[config.mk]
export PLATFORM = sky130hd
export DESIGN_NAME = fetch_unit_flat
export DESIGN_NICKNAME = d
export VERILOG_FILES = /design/src/rtl/fetch_unit_pkg.sv /design/src/rtl/fetch_unit_if.sv /design/src/rtl/fetch_unit_queue.sv /design/src/rtl/fetch_unit.sv /design/src/flat_wrapper.sv
export SDC_FILE = /design/constraint.sdc
export NUM_CORES = 2
export LEC_CHECK = 0
export CAP_MARGIN = 20
export CORE_MARGIN = 2
export CORE_UTILIZATION = 25
export CTS_CLUSTER_SIZE = 40
export DETAILED_ROUTE_END_ITERATION = 12
export HOLD_SLACK_MARGIN = 0.02
export PLACE_DENSITY_LB_ADDON = 0.1
export SLEW_MARGIN = 20
export SYNTH_ARGS = -nofsm -noshare
export SYNTH_HDL_FRONTEND = slang
export SYNTH_SLANG_ARGS = --single-unit
[constraint.sdc]
create_clock -name clk_in -period 10.8 [get_ports clk_in]
set_input_delay 1.62 -clock clk_in [delete_from_list [all_inputs] [get_ports clk_in]]
set_output_delay 1.62 -clock clk_in [all_outputs]
set_load 0.03 [all_outputs]
[src/rtl/fetch_unit_pkg.sv]
//------------------------------------------------------------------------------
// Module   : fetch_unit_pkg
// Brief    : Shared types, opcode match constants and FSM encoding for the
//            fetch stage (bundle layout, branch prediction payload).
// Revision : 1.0 - initial release
//------------------------------------------------------------------------------
`default_nettype none

package fetch_unit_pkg;

  localparam int CACHE_LINE_BYTES   = 64;
  localparam int INSTRUCTION_WIDTH  = 4;
  localparam int SUPER_SCALAR_WIDTH = 2;

  // Opcode fields that end a bundle (taken or predicted-taken control flow)
  localparam logic [5:0]  OPC_B     = 6'b000101;      // bits[31:26]
  localparam logic [5:0]  OPC_BL    = 6'b100101;      // bits[31:26]
  localparam logic [10:0] OPC_RET   = 11'b11010110010; // bits[31:21]
  localparam logic [7:0]  OPC_BCOND = 8'b01010100;    // bits[31:24]

  // Fetch FSM encoding
  localparam logic [1:0] ST_RUN      = 2'd0;
  localparam logic [1:0] ST_WAIT_L1I = 2'd1;
  localparam logic [1:0] ST_DROP     = 2'd2;

  typedef struct packed {
    logic        predict_taken;
    logic [63:0] predict_target;
  } uop_branch;

  typedef struct packed {
    logic [63:0]                               pc;
    logic [SUPER_SCALAR_WIDTH-1:0]             lane_valid;
    logic [SUPER_SCALAR_WIDTH-1:0][31:0]       instr;
    uop_branch [SUPER_SCALAR_WIDTH-1:0]        branch_data;
  } fetch_bundle_t;

  // Unconditional branches and returns always redirect; bcond only when
  // the predictor says taken.
  function automatic logic is_redirect(input logic [31:0] instr, input logic taken);
    return (instr[31:26] == OPC_B) || (instr[31:26] == OPC_BL) ||
           (instr[31:21] == OPC_RET) || ((instr[31:24] == OPC_BCOND) && taken);
  endfunction

endpackage

`default_nettype wire

[src/rtl/fetch_unit_if.sv]
//------------------------------------------------------------------------------
// Module   : fetch_unit_if
// Brief    : BP / L1I / decode side bus of the fetch stage.
// Revision : 1.0 - initial release
//------------------------------------------------------------------------------
`default_nettype none

interface fetch_unit_if;
  import fetch_unit_pkg::*;

  logic                                    bp_pc_valid;
  logic [63:0]                             bp_pred_pc;
  logic                                    bp_l0_valid;
  logic                                    bp_l1i_valid;
  logic [CACHE_LINE_BYTES*8-1:0]           bp_l0_cacheline;
  uop_branch [SUPER_SCALAR_WIDTH-1:0]      bp_branch_data;
  logic                                    l1i_valid;
  logic [CACHE_LINE_BYTES*8-1:0]           l1i_cacheline;
  logic                                    flush_in;
  logic                                    fetch_ready;
  logic                                    decode_ready;
  logic                                    decode_valid;
  logic [63:0]                             decode_pc;
  logic [SUPER_SCALAR_WIDTH-1:0]           decode_lane_valid;
  logic [SUPER_SCALAR_WIDTH-1:0][31:0]     decode_instr;
  uop_branch [SUPER_SCALAR_WIDTH-1:0]      decode_branch_data;

  // Environment side (BP, L1I, decode)
  modport master (
    output bp_pc_valid, bp_pred_pc, bp_l0_valid, bp_l1i_valid, bp_l0_cacheline,
           bp_branch_data, l1i_valid, l1i_cacheline, flush_in, decode_ready,
    input  fetch_ready, decode_valid, decode_pc, decode_lane_valid, decode_instr,
           decode_branch_data
  );

  // Fetch unit side
  modport slave (
    input  bp_pc_valid, bp_pred_pc, bp_l0_valid, bp_l1i_valid, bp_l0_cacheline,
           bp_branch_data, l1i_valid, l1i_cacheline, flush_in, decode_ready,
    output fetch_ready, decode_valid, decode_pc, decode_lane_valid, decode_instr,
           decode_branch_data
  );

endinterface

`default_nettype wire

[src/rtl/fetch_unit_queue.sv]
//------------------------------------------------------------------------------
// Module   : fetch_queue
// Brief    : FIFO of fetch bundles with push/pop/flush; push is honoured when
//            full only if a pop happens in the same cycle.
// Revision : 1.0 - initial release
//------------------------------------------------------------------------------
`default_nettype none

module fetch_queue
  import fetch_unit_pkg::*;
#(
  parameter int DEPTH = 4
) (
  input  wire logic                   clk_in,
  input  wire logic                   rst_N_in,
  input  wire logic                   i_push,
  input  wire fetch_bundle_t          i_push_data,
  input  wire logic                   i_pop,
  input  wire logic                   i_flush,
  output fetch_bundle_t               o_head,
  output logic [$clog2(DEPTH):0]      o_count,
  output logic                        o_full,
  output logic                        o_empty
);

  localparam int PTR_W = $clog2(DEPTH);

  fetch_bundle_t    r_mem [DEPTH];
  logic [PTR_W-1:0] r_wr;
  logic [PTR_W-1:0] r_rd;
  logic [PTR_W:0]   r_count;
  logic             w_do_pop;
  logic             w_do_push;

  assign o_empty   = (r_count == '0);
  assign o_full    = (r_count == (PTR_W+1)'(DEPTH));
  assign o_count   = r_count;
  assign o_head    = r_mem[r_rd];
  assign w_do_pop  = i_pop && !o_empty;
  assign w_do_push = i_push && (!o_full || w_do_pop);

  // Pointer and occupancy tracking; flush empties the queue in one cycle
  always_ff @(posedge clk_in) begin
    if (!rst_N_in || i_flush) begin
      r_wr    <= '0;
      r_rd    <= '0;
      r_count <= '0;
    end else begin
      if (w_do_push) r_wr <= r_wr + 1'b1;
      if (w_do_pop)  r_rd <= r_rd + 1'b1;
      if (w_do_push && !w_do_pop)      r_count <= r_count + 1'b1;
      else if (!w_do_push && w_do_pop) r_count <= r_count - 1'b1;
    end
  end

  // Payload storage; contents are only meaningful between rd and wr
  always_ff @(posedge clk_in) begin
    if (w_do_push && !i_flush) r_mem[r_wr] <= i_push_data;
  end

endmodule

`default_nettype wire

[src/rtl/fetch_unit.sv]
//------------------------------------------------------------------------------
// Module   : fetch_unit
// Brief    : Extracts up to SUPER_SCALAR_WIDTH instructions per predicted PC
//            from an L0 or L1I line, truncates at line end / first redirect,
//            and queues bundles for decode. Handles flush and stale L1I drop.
// Revision : 1.0 - initial release
//------------------------------------------------------------------------------
`default_nettype none

module fetch_unit
  import fetch_unit_pkg::*;
#(
  parameter int CACHE_LINE_WIDTH   = 64,
  parameter int INSTRUCTION_WIDTH  = fetch_unit_pkg::INSTRUCTION_WIDTH,
  parameter int SUPER_SCALAR_WIDTH = fetch_unit_pkg::SUPER_SCALAR_WIDTH,
  parameter int QUEUE_DEPTH        = 4
) (
  input  wire logic    clk_in,
  input  wire logic    rst_N_in,
  fetch_unit_if.slave  bus
);

  localparam int OFF_W = $clog2(CACHE_LINE_WIDTH);

  logic [1:0]                           r_state;
  logic [1:0]                           w_state_nxt;
  logic [63:0]                          r_pc;
  uop_branch [SUPER_SCALAR_WIDTH-1:0]   r_br;
  logic                                 w_accept;
  logic                                 w_push;
  logic                                 w_latch;
  logic                                 w_pop;
  fetch_bundle_t                        w_push_data;
  fetch_bundle_t                        w_head;
  logic [$clog2(QUEUE_DEPTH):0]         w_count;
  logic                                 w_full;
  logic                                 w_empty;

  // Lanes past the line end or past the first redirecting lane are dropped;
  // the redirecting lane itself stays in the bundle.
  function automatic fetch_bundle_t build_bundle(
    input logic [63:0]                        pc,
    input logic [CACHE_LINE_WIDTH*8-1:0]      line,
    input uop_branch [SUPER_SCALAR_WIDTH-1:0] br
  );
    fetch_bundle_t                 b;
    logic                          stop;
    int                            idx;
    logic [CACHE_LINE_WIDTH*8-1:0] sh;
    b             = '0;
    b.pc          = pc;
    b.branch_data = br;
    stop          = 1'b0;
    for (int i = 0; i < SUPER_SCALAR_WIDTH; i++) begin
      idx = int'(pc[OFF_W-1:0]) + INSTRUCTION_WIDTH * i;
      if (!stop && (idx <= CACHE_LINE_WIDTH - INSTRUCTION_WIDTH)) begin
        sh              = line >> (idx * 8);
        b.lane_valid[i] = 1'b1;
        b.instr[i]      = sh[31:0];
        if (is_redirect(sh[31:0], br[i].predict_taken)) stop = 1'b1;
      end
    end
    return b;
  endfunction

  assign bus.fetch_ready = (r_state == ST_RUN) && !w_full;
  assign w_accept        = bus.bp_pc_valid && bus.fetch_ready && !bus.flush_in;
  assign w_pop           = !w_empty && bus.decode_ready;

  // FSM state register
  always_ff @(posedge clk_in) begin
    if (!rst_N_in) r_state <= ST_RUN;
    else           r_state <= w_state_nxt;
  end

  // FSM next-state logic; flush takes priority over every other event
  always_comb begin
    w_state_nxt = r_state;
    case (r_state)
      ST_RUN: begin
        if (w_accept && !bus.bp_l0_valid && bus.bp_l1i_valid) w_state_nxt = ST_WAIT_L1I;
      end
      ST_WAIT_L1I: begin
        if (bus.flush_in)       w_state_nxt = bus.l1i_valid ? ST_RUN : ST_DROP;
        else if (bus.l1i_valid) w_state_nxt = ST_RUN;
      end
      ST_DROP: begin
        if (!bus.flush_in && bus.l1i_valid) w_state_nxt = ST_RUN;
      end
      default: w_state_nxt = ST_RUN;
    endcase
  end

  // FSM outputs: enqueue control, bundle source select, L1I request latch
  always_comb begin
    w_push      = 1'b0;
    w_latch     = 1'b0;
    w_push_data = build_bundle(bus.bp_pred_pc, bus.bp_l0_cacheline, bus.bp_branch_data);
    case (r_state)
      ST_RUN: begin
        w_push  = w_accept && bus.bp_l0_valid;
        w_latch = w_accept && !bus.bp_l0_valid && bus.bp_l1i_valid;
      end
      ST_WAIT_L1I: begin
        w_push      = bus.l1i_valid && !bus.flush_in;
        w_push_data = build_bundle(r_pc, bus.l1i_cacheline, r_br);
      end
      default: ;
    endcase
  end

  // PC and predictions held while the L1I line is outstanding
  always_ff @(posedge clk_in) begin
    if (!rst_N_in) begin
      r_pc <= '0;
      r_br <= '0;
    end else if (w_latch) begin
      r_pc <= bus.bp_pred_pc;
      r_br <= bus.bp_branch_data;
    end
  end

  fetch_queue #(.DEPTH(QUEUE_DEPTH)) u_queue (
    .clk_in      (clk_in),
    .rst_N_in    (rst_N_in),
    .i_push      (w_push),
    .i_push_data (w_push_data),
    .i_pop       (w_pop),
    .i_flush     (bus.flush_in),
    .o_head      (w_head),
    .o_count     (w_count),
    .o_full      (w_full),
    .o_empty     (w_empty)
  );

  // Decode outputs read zero whenever the queue holds nothing
  assign bus.decode_valid       = !w_empty;
  assign bus.decode_pc          = w_empty ? '0 : w_head.pc;
  assign bus.decode_lane_valid  = w_empty ? '0 : w_head.lane_valid;
  assign bus.decode_instr       = w_empty ? '0 : w_head.instr;
  assign bus.decode_branch_data = w_empty ? '0 : w_head.branch_data;

endmodule

`default_nettype wire

[src/flat_wrapper.sv]
// flat-port wrapper written by rule: the top's interface ports become plain ports
module fetch_unit_flat import fetch_unit_pkg::*;
#(
  parameter int CACHE_LINE_WIDTH   = 64,
  parameter int INSTRUCTION_WIDTH  = fetch_unit_pkg::INSTRUCTION_WIDTH,
  parameter int SUPER_SCALAR_WIDTH = fetch_unit_pkg::SUPER_SCALAR_WIDTH,
  parameter int QUEUE_DEPTH        = 4
)
  (clk_in, rst_N_in, bus_bp_pc_valid, bus_bp_pred_pc, bus_bp_l0_valid, bus_bp_l1i_valid, bus_bp_l0_cacheline, bus_bp_branch_data, bus_l1i_valid, bus_l1i_cacheline, bus_flush_in, bus_decode_ready, bus_fetch_ready, bus_decode_valid, bus_decode_pc, bus_decode_lane_valid, bus_decode_instr, bus_decode_branch_data);
  fetch_unit_if bus_i ();
  input  wire logic clk_in;
  input  wire logic rst_N_in;
  input wire logic [$bits(bus_i.bp_pc_valid)-1:0] bus_bp_pc_valid;
  input wire logic [$bits(bus_i.bp_pred_pc)-1:0] bus_bp_pred_pc;
  input wire logic [$bits(bus_i.bp_l0_valid)-1:0] bus_bp_l0_valid;
  input wire logic [$bits(bus_i.bp_l1i_valid)-1:0] bus_bp_l1i_valid;
  input wire logic [$bits(bus_i.bp_l0_cacheline)-1:0] bus_bp_l0_cacheline;
  input wire logic [$bits(bus_i.bp_branch_data)-1:0] bus_bp_branch_data;
  input wire logic [$bits(bus_i.l1i_valid)-1:0] bus_l1i_valid;
  input wire logic [$bits(bus_i.l1i_cacheline)-1:0] bus_l1i_cacheline;
  input wire logic [$bits(bus_i.flush_in)-1:0] bus_flush_in;
  input wire logic [$bits(bus_i.decode_ready)-1:0] bus_decode_ready;
  output wire logic [$bits(bus_i.fetch_ready)-1:0] bus_fetch_ready;
  output wire logic [$bits(bus_i.decode_valid)-1:0] bus_decode_valid;
  output wire logic [$bits(bus_i.decode_pc)-1:0] bus_decode_pc;
  output wire logic [$bits(bus_i.decode_lane_valid)-1:0] bus_decode_lane_valid;
  output wire logic [$bits(bus_i.decode_instr)-1:0] bus_decode_instr;
  output wire logic [$bits(bus_i.decode_branch_data)-1:0] bus_decode_branch_data;
  assign bus_i.bp_pc_valid = bus_bp_pc_valid;
  assign bus_i.bp_pred_pc = bus_bp_pred_pc;
  assign bus_i.bp_l0_valid = bus_bp_l0_valid;
  assign bus_i.bp_l1i_valid = bus_bp_l1i_valid;
  assign bus_i.bp_l0_cacheline = bus_bp_l0_cacheline;
  assign bus_i.bp_branch_data = bus_bp_branch_data;
  assign bus_i.l1i_valid = bus_l1i_valid;
  assign bus_i.l1i_cacheline = bus_l1i_cacheline;
  assign bus_i.flush_in = bus_flush_in;
  assign bus_i.decode_ready = bus_decode_ready;
  assign bus_fetch_ready = bus_i.fetch_ready;
  assign bus_decode_valid = bus_i.decode_valid;
  assign bus_decode_pc = bus_i.decode_pc;
  assign bus_decode_lane_valid = bus_i.decode_lane_valid;
  assign bus_decode_instr = bus_i.decode_instr;
  assign bus_decode_branch_data = bus_i.decode_branch_data;
  fetch_unit #(.CACHE_LINE_WIDTH(CACHE_LINE_WIDTH), .INSTRUCTION_WIDTH(INSTRUCTION_WIDTH), .SUPER_SCALAR_WIDTH(SUPER_SCALAR_WIDTH), .QUEUE_DEPTH(QUEUE_DEPTH)) u_core (.clk_in(clk_in), .rst_N_in(rst_N_in), .bus(bus_i));
endmodule
==> summary.md <==
| Metric | Value |
|---|---|
| Sum of routed wire segments on met1 | `a little under 200 mm` |
| Leak pwr | `approximately 36 nW` |
| Number of synthesized flops with an enable pin | `1040` |
| Cells along the critical path | `buf_12 -> buf_4 -> mux4_2 -> and2_1 -> clkdlybuf4s50_1` |
| Area of the die | `approximately 360000 sq um` |
| Post-synthesis cell type count | `110` |
| Pin count of the biggest net entering global routing | `160` |
| Worst hold-check path type | `flip-flop to flip-flop` |
| Slew at the pin with the worst max-slew slack | `between 1 and 1.5 ns` |
| Buffering stage count on the worst path with inverters included | `3` |
| Synth-to-layout area growth | `27.3%` |
| Clock Path Buffers | `4` |
| Dominant cell type by area after synthesis | `edfxtp_1` |
| Fmax achieved | `roughly 170 MHz` |
| Most common cell after layout, fill and taps aside | `clkdlybuf4s50_1` |
| Final Hold Fails | `0` |
| Share of cells above drive strength 1 | `between 20% and 30%` |
| Avg Synthesized Cell Area | `12.4 sq um` |
| Die Span X | `approximately 600 um` |
| Register bit total from synthesis | `about 1200` |
| Commonest cells after routing, fill and taps aside | `clkdlybuf4s50_1 (1480), nand2_1 (1437), mux4_2 (1067)` |
| Number of global-route vias before repair | `74257` |
| Hold-fix buffers at CTS | `0` |
| Setup clock skew after layout | `between 0.05 and 0.06 ns` |
| Total negative slack for setup checks | `0 ns` |
| Number of gates resized after CTS | `0` |
| CTS clock-pin slew for the worst setup and hold paths | `around 0.06 ns` |
| Max-Cap Viols | `0` |
| Critical path arrival | `between 4 and 5 ns` |
| Core Util, Final | `between 30% and 40%` |
| Period utilization | `56.1%` |
| Total power draw | `about 0.014 W` |
| Floorplan core area | `around 350000 sq um` |
| Average wire length per cell after detail routing | `a little under 40 um` |
| Most area-consuming cells after synthesis | `edfxtp_1 (35%), mux4_2 (27%), nand2_1 (6.1%)` |
| Net count reported at finish | `9476` |
| Ys Warns | `0` |
| Status | `finished clean` |
| Minimum clock period after layout | `between 6 and 7 ns` |
| Highest metal layer used by the detailed router | `met5` |
| Level count of the clock H-tree | `4` |
| First-pass GRT wire length | `~680 mm` |
| IO Pins | `1488` |
| Port Buf Inserts | `between 1000 and 1500` |
| Placed wire-length estimate | `around 390 mm` |
| Fraction of registers with async set/reset | `0%` |
| WL met2 | `around 240 mm` |
| Kind of start point of the critical path | `flip-flop` |
| Clock Tree Root | `clkbuf_16` |
| Cell class contributing the biggest share of worst-path delay | `buffers and inverters` |
| Post-Synthesis Cell Area | `88400 sq um` |
| Number of buffers inserted during clock tree synthesis | `150` |
| Critical path type | `flip-flop to output port` |
| Total number of clock tree sinks | `1245` |
| Overall global routing resource usage | `a little over a quarter` |
| Clk_lat worst skew | `0.78 ns` |
| RSZ-0062 raised after global routing | `false` |
| Clock tree from TritonCTS | `done` |
| Dominant synthesized flop cell | `edfxtp_1` |
| Met3 WL post-DR | `roughly 41 mm` |
| Via count | `75547` |
| Required @ worst endpoint | `about 9.2 ns` |
| Vert. Die Dim | `599 um` |
| Post-detailed-route count of antenna-violating nets | `0` |
| Final setup viols | `0` |
| Number of pins with negative max-slew slack in the final report | `0` |
| Buffer count from post-CTS setup fixing | `0` |
| Pwr/cell area | `124 nW/um^2` |
| Total Routed Length | `511 mm` |
| Synth Net Count | `~8400` |
| Initial core utilization | `between 20% and 30%` |
| Detailed-routing iteration count for the pre-antenna-repair pass | `6` |
| Cell count after synthesis | `7128` |
| Routability congestion estimate | `between 0.9 and 1` |
| First DRT Iteration DRCs | `approximately 8000` |
| Maximum vdd drop | `roughly 0.11 mV` |
| Register area share after synthesis | `~40%` |
| Critical path endpoint category | `output port` |
| Max transition margin | `roughly a fifth` |
| Leftover overflow at the end of global routing | `0` |
| Delay of the slowest cell on the worst path | `0.88 ns` |
| Drt drc | `0` |
| Critical-path maximum fanout | `80` |
| Yosys top cell area share | `35.3%` |
| Initial antenna violation count | `about 250` |
| Row Count | `218` |
| Post-DR vias/cell | `5.72` |
| Slowest cell on the critical path | `dfxtp_4` |
## power breakdown
| part | internal, W | switching, W |
|---|---|---|
| Combinational | 0.00148 | 0.00209 |
| Sequential | 0.00533 | 0.0000295 |
| Clock | 0.00305 | 0.00202 |
| Total | 0.00985 | 0.00414 |
## cells by family after synthesis
kind of cell / Yosys count / share of synthesized area, %
fa+ha+maj: 10 / 0.150
simple gates: 2237 / 11.1
flops: 1245 / 40.0
compound gates: 1341 / 10.9
mux: 1549 / 33.4
xor+xnor: 5 / 0.0495
buf+inv: 741 / 4.49
## state kept, by name (all words and copies together) (netlist names), named ones only
signal	cells
u_core.u_queue.r_rd	2
u_core.u_queue.r_wr	2
u_core.r_state	2
u_core.u_queue.o_count	3
u_core.u_queue.r_mem	1040
u_core.r_br	130
u_core.r_pc	64
## final timing paths
path              depth (start not counted)  slack (ns)        startpoint                           end
hold reg to reg                           2        0.46  u_core.r_br[120]              u_core.r_br[120]
setup reg to reg                         10        4.98    u_core.r_pc[3]  u_core.u_queue.r_mem[0][166]
setup / recovery                          5        4.74         flip-flop          bus_decode_instr[19]
hold / removal                            2        0.46  u_core.r_br[120]              u_core.r_br[120]
## worst min-delay path, stage by stage, from the launching register on
cell and delay [ns]:
dfxtp_1 0.30, nand2_1 0.04, a21boi_0 0.06
## area by class of cell
class / instances / area [sq um]
Inverter: 30 / 133
Fill cell: 35467 / 240000
Sequential cell: 1245 / 35400
Clock inverter: 58 / 693
Timing Repair Buffer: 1671 / 16600
Tap cell: 4730 / 5920
Clock buffer: 205 / 4150
Antenna cell: 126 / 315
Multi-Input combinational cell: 5142 / 49400
## metal layers
metal  vias to the layer above  global-route usage, %
met5                         -                      0
met4                       102                   17.3
met3                      1072                   6.22
met2                      4162                   44.5
met1                     39487                   33.1
li1                      30724                      -
## cells in the mapped netlist, types with 38 or more instances
cell      count
clkbuf_1    318
nor3_1       55
and2_1      288
a22oi_1      64
buf_6        70
o211ai_1     83
a211oi_1     70
nand2_1    1440
mux4_2     1067
o21ai_0     150
o32ai_1      45
a21oi_1     154
buf_1        85
mux2i_1     311
o22a_1       44
dfxtp_1     205
o22ai_1     177
edfxtp_1   1040
nor2_1      229
nand3_1      63
a21boi_0    195
mux2_2      141
nor2b_1      38
buf_4       103
a31oi_1      51
buf_2       125
## through the flow
step	hold slack, ns	cell area [sq um]	worst slack, ns	std cells
floorplan	0.444	88400	1.83	7128
global placement	0.451	107000	4.03	12816
detailed placement	0.456	107000	4.06	12818
CTS	0.464	112000	4.35	13081
global route	0.484	112000	4.33	13169
finish	0.461	113000	4.74	13207
Power figures use the tool's default switching activity.
